[config.mk]
export PLATFORM = sky130hd
export DESIGN_NAME = bcd_count_2dig
export DESIGN_NICKNAME = d
export VERILOG_FILES = /design/src/rtl/bcd_count_2dig_pkg.sv /design/src/rtl/bcd_count_2dig_key.sv /design/src/rtl/bcd_count_2dig.sv
export SDC_FILE = /design/constraint.sdc
export NUM_CORES = 1
export LEC_CHECK = 0
export CAP_MARGIN = 30
export CORE_UTILIZATION = 53
export CTS_BUF_LIST = sky130_fd_sc_hd__clkbuf_8
export DETAILED_ROUTE_END_ITERATION = 7
export PLACE_DENSITY = 0.68
export SYNTH_ARGS = -nofsm -noshare
export SYNTH_HDL_FRONTEND = slang
export SYNTH_SLANG_ARGS = --single-unit
[constraint.sdc]
create_clock -name FPGA_CLK -period 2.95 [get_ports FPGA_CLK]
set_input_delay 0.295 -clock FPGA_CLK [delete_from_list [all_inputs] [get_ports FPGA_CLK]]
set_output_delay 0.295 -clock FPGA_CLK [all_outputs]
set_load 0.01 [all_outputs]
[src/rtl/bcd_count_2dig_pkg.sv]
// Shared definitions for the two-digit BCD counter: state encoding, digit width,
// default timing constants and the BCD step helper.
package bcd_count_2dig_pkg;

    localparam int unsigned DIGIT_W        = 4;
    localparam int unsigned DEF_TICK_DIV   = 50_000_000;
    localparam int unsigned DEF_DEB_CYCLES = 1_000_000;
    localparam int unsigned DEF_MAX_VAL    = 59;

    typedef enum logic [1:0] {
        ST_IDLE  = 2'd0,
        ST_RUN   = 2'd1,
        ST_PAUSE = 2'd2
    } state_t;

    typedef logic [DIGIT_W-1:0] digit_t;

    typedef struct packed {
        logic   wrap;
        digit_t tens;
        digit_t ones;
    } bcd_step_t;

    // One BCD step up or down; wraps between 0 and the (max_tens, max_ones) value.
    function automatic bcd_step_t bcd_step(
        input digit_t tens,
        input digit_t ones,
        input logic   up,
        input digit_t max_tens,
        input digit_t max_ones
    );
        bcd_step_t r;
        r.wrap = 1'b0;
        r.tens = tens;
        r.ones = ones;
        if (up) begin
            if (tens == max_tens && ones == max_ones) begin
                r.tens = '0;
                r.ones = '0;
                r.wrap = 1'b1;
            end else if (ones >= 4'd9) begin
                r.ones = '0;
                r.tens = tens + 4'd1;
            end else begin
                r.ones = ones + 4'd1;
            end
        end else begin
            if (tens == '0 && ones == '0) begin
                r.tens = max_tens;
                r.ones = max_ones;
                r.wrap = 1'b1;
            end else if (ones == '0) begin
                r.ones = 4'd9;
                r.tens = tens - 4'd1;
            end else begin
                r.ones = ones - 4'd1;
            end
        end
        return r;
    endfunction

endpackage

[src/rtl/bcd_count_2dig_key.sv]
// Key conditioner: two-flop synchronizer, stability counter and a one-cycle
// pulse on each accepted released->pressed transition.
module key_debounce
    import bcd_count_2dig_pkg::*;
#(
    parameter int unsigned DEB_CYCLES = DEF_DEB_CYCLES
) (
    input  logic clk,
    input  logic rst_n,
    input  logic key_n,
    output logic press
);

    localparam int unsigned CW = (DEB_CYCLES > 1) ? $clog2(DEB_CYCLES) : 1;

    logic          sync1;
    logic          sync2;
    logic          level_n;
    logic [CW-1:0] cnt;

    // The accepted level follows the synced key only after DEB_CYCLES
    // consecutive disagreeing samples; any agreement restarts the count.
    always_ff @(posedge clk or negedge rst_n) begin
        if (!rst_n) begin
            sync1   <= 1'b1;
            sync2   <= 1'b1;
            level_n <= 1'b1;
            cnt     <= '0;
            press   <= 1'b0;
        end else begin
            sync1 <= key_n;
            sync2 <= sync1;
            press <= 1'b0;
            if (sync2 == level_n) begin
                cnt <= '0;
            end else if (cnt == CW'(DEB_CYCLES - 1)) begin
                cnt     <= '0;
                level_n <= sync2;
                press   <= ~sync2;
            end else begin
                cnt <= cnt + CW'(1);
            end
        end
    end

endmodule

[src/rtl/bcd_count_2dig.sv]
// Two-digit BCD up/down counter with run/pause/clear keys and a prescaled tick;
// drives the units/tens digits for the seven-segment multiplexer.
module bcd_count_2dig
    import bcd_count_2dig_pkg::*;
#(
    parameter int unsigned TICK_DIV   = DEF_TICK_DIV,
    parameter int unsigned DEB_CYCLES = DEF_DEB_CYCLES,
    parameter int unsigned MAX_VAL    = DEF_MAX_VAL
) (
    input  logic               FPGA_CLK,
    input  logic               FPGA_RST_N,
    input  logic               key_run_n,
    input  logic               key_clr_n,
    input  logic               dir_up,
    output logic [DIGIT_W-1:0] data0,
    output logic [DIGIT_W-1:0] data1,
    output logic               running,
    output logic               wrap
);

    localparam int unsigned TW       = (TICK_DIV > 1) ? $clog2(TICK_DIV) : 1;
    localparam digit_t      MAX_TENS = DIGIT_W'(MAX_VAL / 10);
    localparam digit_t      MAX_ONES = DIGIT_W'(MAX_VAL % 10);

    logic          run_press;
    logic          clr_press;
    logic          dir_meta;
    logic          dir_sync;
    logic [TW-1:0] tick_cnt;
    logic          tick;
    state_t        state;
    state_t        next_state;
    bcd_step_t     step;

    key_debounce #(.DEB_CYCLES(DEB_CYCLES)) u_run_key (
        .clk   (FPGA_CLK),
        .rst_n (FPGA_RST_N),
        .key_n (key_run_n),
        .press (run_press)
    );

    key_debounce #(.DEB_CYCLES(DEB_CYCLES)) u_clr_key (
        .clk   (FPGA_CLK),
        .rst_n (FPGA_RST_N),
        .key_n (key_clr_n),
        .press (clr_press)
    );

    always_ff @(posedge FPGA_CLK or negedge FPGA_RST_N) begin
        if (!FPGA_RST_N) begin
            dir_meta <= 1'b1;
            dir_sync <= 1'b1;
        end else begin
            dir_meta <= dir_up;
            dir_sync <= dir_meta;
        end
    end

    always_ff @(posedge FPGA_CLK or negedge FPGA_RST_N) begin
        if (!FPGA_RST_N) begin
            state <= ST_IDLE;
        end else begin
            state <= next_state;
        end
    end

    always_comb begin
        next_state = state;
        if (clr_press) begin
            next_state = ST_IDLE;
        end else if (run_press) begin
            unique case (state)
                ST_IDLE:  next_state = ST_RUN;
                ST_RUN:   next_state = ST_PAUSE;
                ST_PAUSE: next_state = ST_RUN;
                default:  next_state = ST_IDLE;
            endcase
        end
    end

    assign running = (state == ST_RUN);
    assign tick    = running && (tick_cnt == TW'(TICK_DIV - 1));

    // Held at zero outside RUN, so every entry into RUN sees a full interval.
    always_ff @(posedge FPGA_CLK or negedge FPGA_RST_N) begin
        if (!FPGA_RST_N) begin
            tick_cnt <= '0;
        end else if (!running || tick) begin
            tick_cnt <= '0;
        end else begin
            tick_cnt <= tick_cnt + TW'(1);
        end
    end

    always_comb begin
        step = bcd_step(data1, data0, dir_sync, MAX_TENS, MAX_ONES);
    end

    always_ff @(posedge FPGA_CLK or negedge FPGA_RST_N) begin
        if (!FPGA_RST_N) begin
            data0 <= '0;
            data1 <= '0;
            wrap  <= 1'b0;
        end else begin
            wrap <= 1'b0;
            if (clr_press) begin
                data0 <= '0;
                data1 <= '0;
            end else if (tick) begin
                data0 <= step.ones;
                data1 <= step.tens;
                wrap  <= step.wrap;
            end
        end
    end

endmodule

Word level (Yosys, flattened, before mapping)
Cells that the tools add are included.
{ "word_totals": {"regBits": 87, "input_bits": 5, "out_inout_bits": 10, "word_cells": 81} }
{ "classes": {"add_sub_neg": 7, "order_cmp": 1, "n_eq_ne": 10, "muxes": 27, "bitwise": 4, "n_reduce_logical": 15} }
{ "op_table": {"columns": ["cell", "n"], "rows": [
  ["$mux 20", 4],
  ["$add 20x1->20 const B", 2],
  ["$eq 20x20->1 const B", 2],
  ["$mux 4", 8],
  ["$add 26x1->26 const B", 1],
  ["$eq 26x26->1 const B", 1],
  ["$mux 26", 1],
  ["$mux 8", 2],
  ["$mux 9", 1],
  ["$add 4x1->4 const B", 2],
  ["$logic_not 4->1", 2],
  ["$mux 1", 8],
  ["$sub 4x1->4 const B", 2],
  ["$eq 4x3->1 const B", 1],
  ["$eq 4x4->1 const B", 1],
  ["$ge 4x4->1 const B", 1],
  ["$mux 2", 2],
  ["$ne 4x1->1 const B", 1],
  ["$not 1->1", 4],
  ["$pmux 2 s2", 1],
  ["$reduce_and 2->1", 2],
  ["$reduce_bool 2->1", 2],
  ["$reduce_bool 4->1", 1],
  ["$logic_and 1x1->1", 3],
  ["other kinds (8)", 9]
]} }

Depth between registers and ports, before layout
{ "depth": {"depth_word": 6, "ltp_mapped": 8, "depth_no_buf": 7} }

Hierarchy
Synthesis repeated with hierarchy kept, for this count alone.
{ "unflattened": {"hier_cells": 479, "hier_area_um2": 4620.7} }
{ "modules_own_cells": {"columns": ["module", "instances", "cells_per_inst", "area_each_um2", "seq_area_each_um2"], "rows": [
  ["bcd_count_2dig", 1, 247, 2341.0, 978.4],
  ["key_debounce", 2, 116, 1139.8, 604.3]
]} }

Worst setup path before layout
No wires, ideal clock.
{ "synth_timing": {"kind": "flip-flop to flip-flop", "from": "reg tick_cnt[0]", "to": "reg data1[1]", "setup_time_ps": 137, "t_arrival_ps": 2187, "required_time_ps": 2813, "slack_ps": 626, "stages_incl_launch_ff": 8, "path_buffers": 1, "synth_period_minus_slack_ps": 2324, "cell_sequence": "dfrtp_1 > ha_1 > nand4_2 > or4_4 > or4b_1 > buf_2 > a211oi_2 > a211oi_2"} }
{ "synth_between": {"elab_chain_len": 4} }
{ "synth_rtl": {"columns": ["element", "line", "source"], "rows": [
  ["start, declared", "bcd_count_2dig.sv:29", "logic [TW-1:0] tick_cnt;"],
  ["start signal, assigned", "bcd_count_2dig.sv:91", "tick_cnt <= tick_cnt + TW'(1);"],
  ["$eq 26x26->1", "bcd_count_2dig.sv:82", "assign tick = running && (tick_cnt == TW'(TICK_DIV - 1));"],
  ["$logic_and 1x1->1", "bcd_count_2dig.sv:82", null],
  ["$reduce_bool 2->1 (no source line)", null, null],
  ["$reduce_and 3->1 (no source line)", null, null],
  ["end signal, assigned", "bcd_count_2dig.sv:111", "data1 <= step.tens;"],
  ["end, declared", "bcd_count_2dig.sv:16", "output logic [DIGIT_W-1:0] data1,"]
]} }
No other way between the ends.
A chain may end at the register's enable or synchronous reset.

Worst setup path after layout
{ "layout_timing": {"from": "reg data0[0]", "to": "reg data1[0]"} }
{ "layout_between": {"elab_chain_len": 6, "word_cells_on_any_way": 13, "cone_classes": "order compare (1); eq/ne (2); mux (5); reduce/logical (5)"} }
{ "layout_rtl": {"columns": ["element", "line", "source"], "rows": [
  ["start, declared", "bcd_count_2dig.sv:15", "output logic [DIGIT_W-1:0] data0,"],
  ["start signal, assigned", "bcd_count_2dig.sv:110", "data0 <= step.ones;"],
  ["parallel branches: the longest is 6 deep, another holds $ge 4x4->1", null, null]
]} }
Parallel ways; which one is timed is not known. The select of a mux whose other input is x is not followed.

==> results.md <==
- Syn Inst Count: 439
- Seq/Total Area, Yosys: 50.68%
- FP Rows: 32
- Fmax: 0.4018 GHz
- Unique masters post-synth: 49
- Port-buffer cells: 14
- Synth top area share: 45.81%
- Vias in the first global route: 3063
- Placeable Area: 0.007807 mm²
- Final period util: 84.36%
- Final WS setup: 0.4613 ns
- Logic pwr share: 2.8%
- Relative slew slack: 54.02%
- Initial drt markers: 98
- R2R cell count: 7
- Drt first pass iters: 4
- Vias per cell: 5.503
- Hold path cells: 1
- Seq cells post-synth: 87
- Setup CP Type: reg -> reg
- Die ar.: 0.008507 mm²
- Pin slew with the least headroom to its limit: 0.6897 ns
- P_leak: 2.025 nW
- Deepest clock path buffer count: 2
- Met3 WL post-DR: 222 µm
- Critical Path RT: 3.20 ns
- Reg power frac: 57.8%
- Setup WS pre-CTS: 0.4727 ns
- Setup-failing EPs final: 0
- Power share of the clock group: 39.3%
- GRT Overall Usage: 20.50%
- Num CTS Buffers: 9
- Hold/Removal Path Class: in -> reg
- Cell taking the most area after synthesis: dfrtp_1
- Synth area leaders: dfrtp_1 (46%), nor2_1 (7.7%), xor2_1 (7.3%), xnor2_1 (6.1%), dfstp_2 (4.9%)
- Die Width: 92.24 µm
- Layout cells sized above 1: 8.817%
- Post-synth EDFFs: 0
- R2R Setup Slk: 0.46 ns
- Worst VDD drop: 0.2904 mV
- Remaining DRCs: 0
- PD cells: 437.8 mW/mm²
- Clock skew: 0.01157 ns
- Drt wl/cell: 13.90 µm
- Fill count: 634
- I/O pins: 15
- Drt total wl: 7879 µm
- Syn nets: 454
- Metal2 WL: 3736 µm
- CTS clk-pin slew, worst paths: 0.08 ns
- Initial Util: 55.27%
- Crit Reg-Reg Startpoint: data0[0]
- Hold path endpoint: u_clr_key.sync1
- Uppermost layer routed: met4
- Largest net degree at the start of global routing: 46
- Clk_lat worst skew: 0.35 ns
- Synthesized area per cell: 9.830 µm²
- Cell-internal power: 0.001637 W
- Reg2reg end: data1[0]
- Max_cap viols: 0
- Max FO, Critical Path: 9
- Antenna violations before repair: 0
- Hold_sp: key_clr_n
- Final Hold Fails: 0
- # H-tree levels: 3
- Setup TNS: 0 ns
- Final RePlAce weighted congestion: 0.8168
- Critical Path Sink Type: flip-flop
- Metal1 wirelength: 3761 µm
- NetSw: 0.0004707 W
- First-pass GRT wire length: 13730 µm
- Setup crit start kind: flip-flop
- Number of gates resized after cts: 0
- Critical path data arrival time: 2.74 ns
- Final min period: 2.489 ns
- CTS tree: done
- Final nets: 475
- Grt total ovfl: 0
- Die height: 92.24 µm
- Main synth FF type: dfrtp_1
- DP Wirelength: 5314 µm
- Mapped Area: 0.004315 mm²
- Synth warnings: 0
- Pins over their slew limit: 0
- Root Buffer: clkbuf_8
- Antenna fix cells: 0
- ANT nets after route: 0
- RSZ-0062 raised after global routing: no
- Clock sink count: 87
- Status: finished clean
- Vias post-DR: 3120
- CP startpoint: data0[0]
- Synth-to-layout area growth: 11.57%
- Ys async rst share: 100.0%
- Net Sw Frac: 22.33%
repair_timing:
action,CTS,global route
buffers inserted,0,0
hold endpoints to repair,34,0
hold buffers,1,0
sequential cells by signal (all words and copies together) (netlist names):
name and count:
data0 4, u_clr_key.sync1 1, dir_sync 1, wrap 1, u_clr_key.cnt 20, state 2, u_run_key.sync2 1, u_clr_key.sync2 1
u_run_key.sync1 1, tick_cnt 26, u_clr_key.level_n 1, dir_meta 1, u_run_key.level_n 1, u_run_key.cnt 20, u_clr_key.press 1, data1 4
u_run_key.press 1
cells by family after synthesis:
kind of cell	count (synthesis)	synth area share (%)
multiplexers	5	1.218
AO/OA/AOI/OAI	29	4.639
adder cells (fa/ha/maj)	10	2.899
flip-flops	87	50.68
XOR/XNOR	66	13.40
AND/OR/NAND/NOR	218	24.99
buffers and inverters	24	2.174
metrics by stage:
step	instance area, µm²	hold WS, ns	util [%]	cells	power, W
floorplan	4315	-0.0005911	-	439	0.001262
global placement	4577	0.3465	58.62	549	0.001296
detailed placement	4604	0.3129	58.97	550	0.001303
CTS	4815	0.3214	61.67	567	0.002144
global route	4815	0.3344	61.67	567	0.002193
finish	4815	0.3420	61.67	567	0.002108
how the worst max path moves through the flow:
stage          cells after the start        to  slack [ns]
2_1_floorplan                      7  data1[1]        0.63
3_3_place_gp                       7  data1[0]        0.58
3_5_place_dp                       7  data1[0]        0.47
4_1_cts                            7  data1[1]        0.47
5_1_grt                            7  data1[2]        0.34
6_report                           7  data1[0]        0.46
layout by cell type (no fill, tap or decap), drive strengths merged, types with 7 or more instances in the layout:
master / instances
nor3: 14
o21ai: 7
nor4: 8
clkdlybuf4s50: 13
and3: 9
dfstp: 8
a21oi: 7
xor2: 36
inv: 13
ha: 10
dfrtp: 79
nor2: 89
nand4: 16
clkbuf: 10
nand2: 24
nand3: 31
xnor2: 30
buf: 8
final cells by class:
cell class | count | area (µm²) | area share (%)
Sequential cell | 87 | 2187 | 45.43
Multi-Input combinational cell | 328 | 2034 | 42.26
Timing Repair Buffer | 22 | 220.2 | 4.574
Clock buffer | 10 | 137.6 | 2.859
Tap cell | 102 | 127.6 | 2.651
Clock inverter | 6 | 62.56 | 1.299
Inverter | 12 | 45.04 | 0.9356
power groups by stage:
stage | Combinational [W] | Clock [W] | Sequential, W
2_1_floorplan | 0.0000251 | 0 | 0.00124
3_3_place_gp | 0.0000550 | 0 | 0.00124
3_5_place_dp | 0.0000610 | 0 | 0.00124
4_1_cts | 0.0000626 | 0.000862 | 0.00122
5_1_grt | 0.0000705 | 0.000901 | 0.00122
6_report | 0.0000595 | 0.000829 | 0.00122
cell usage after synthesis, drive strengths merged (4+ instances only):
| library cell | instances |
|---|---|
| nor2 | 89 |
| dfrtp | 79 |
| xor2 | 36 |
| nand3 | 31 |
| xnor2 | 30 |
| nand2 | 24 |
| nand4 | 16 |
| nor3 | 14 |
| inv | 12 |
| ha | 10 |
| and3 | 9 |
| clkbuf | 8 |
| dfstp | 8 |
| nor4 | 8 |
| a21oi | 7 |
| o21ai | 7 |
| buf | 4 |
| nor3b | 4 |
critical path, stage by stage, from the launching register on:
cell and delay (ns):
dfrtp_1 0.47, inv_1 0.13, ha_1 0.21, or3b_1 0.44, or4b_2 0.71, nor2_1 0.15, nor2_1 0.06, o32ai_1 0.22
metal layers:
metal | global-route usage, % | vias up
li1 | - | 1532
met1 | 26.89 | 1522
met2 | 33.02 | 52
met3 | 3.317 | 14
met4 | 10.16 | 0
met5 | 0 | -
Power figures use the tool's default switching activity.
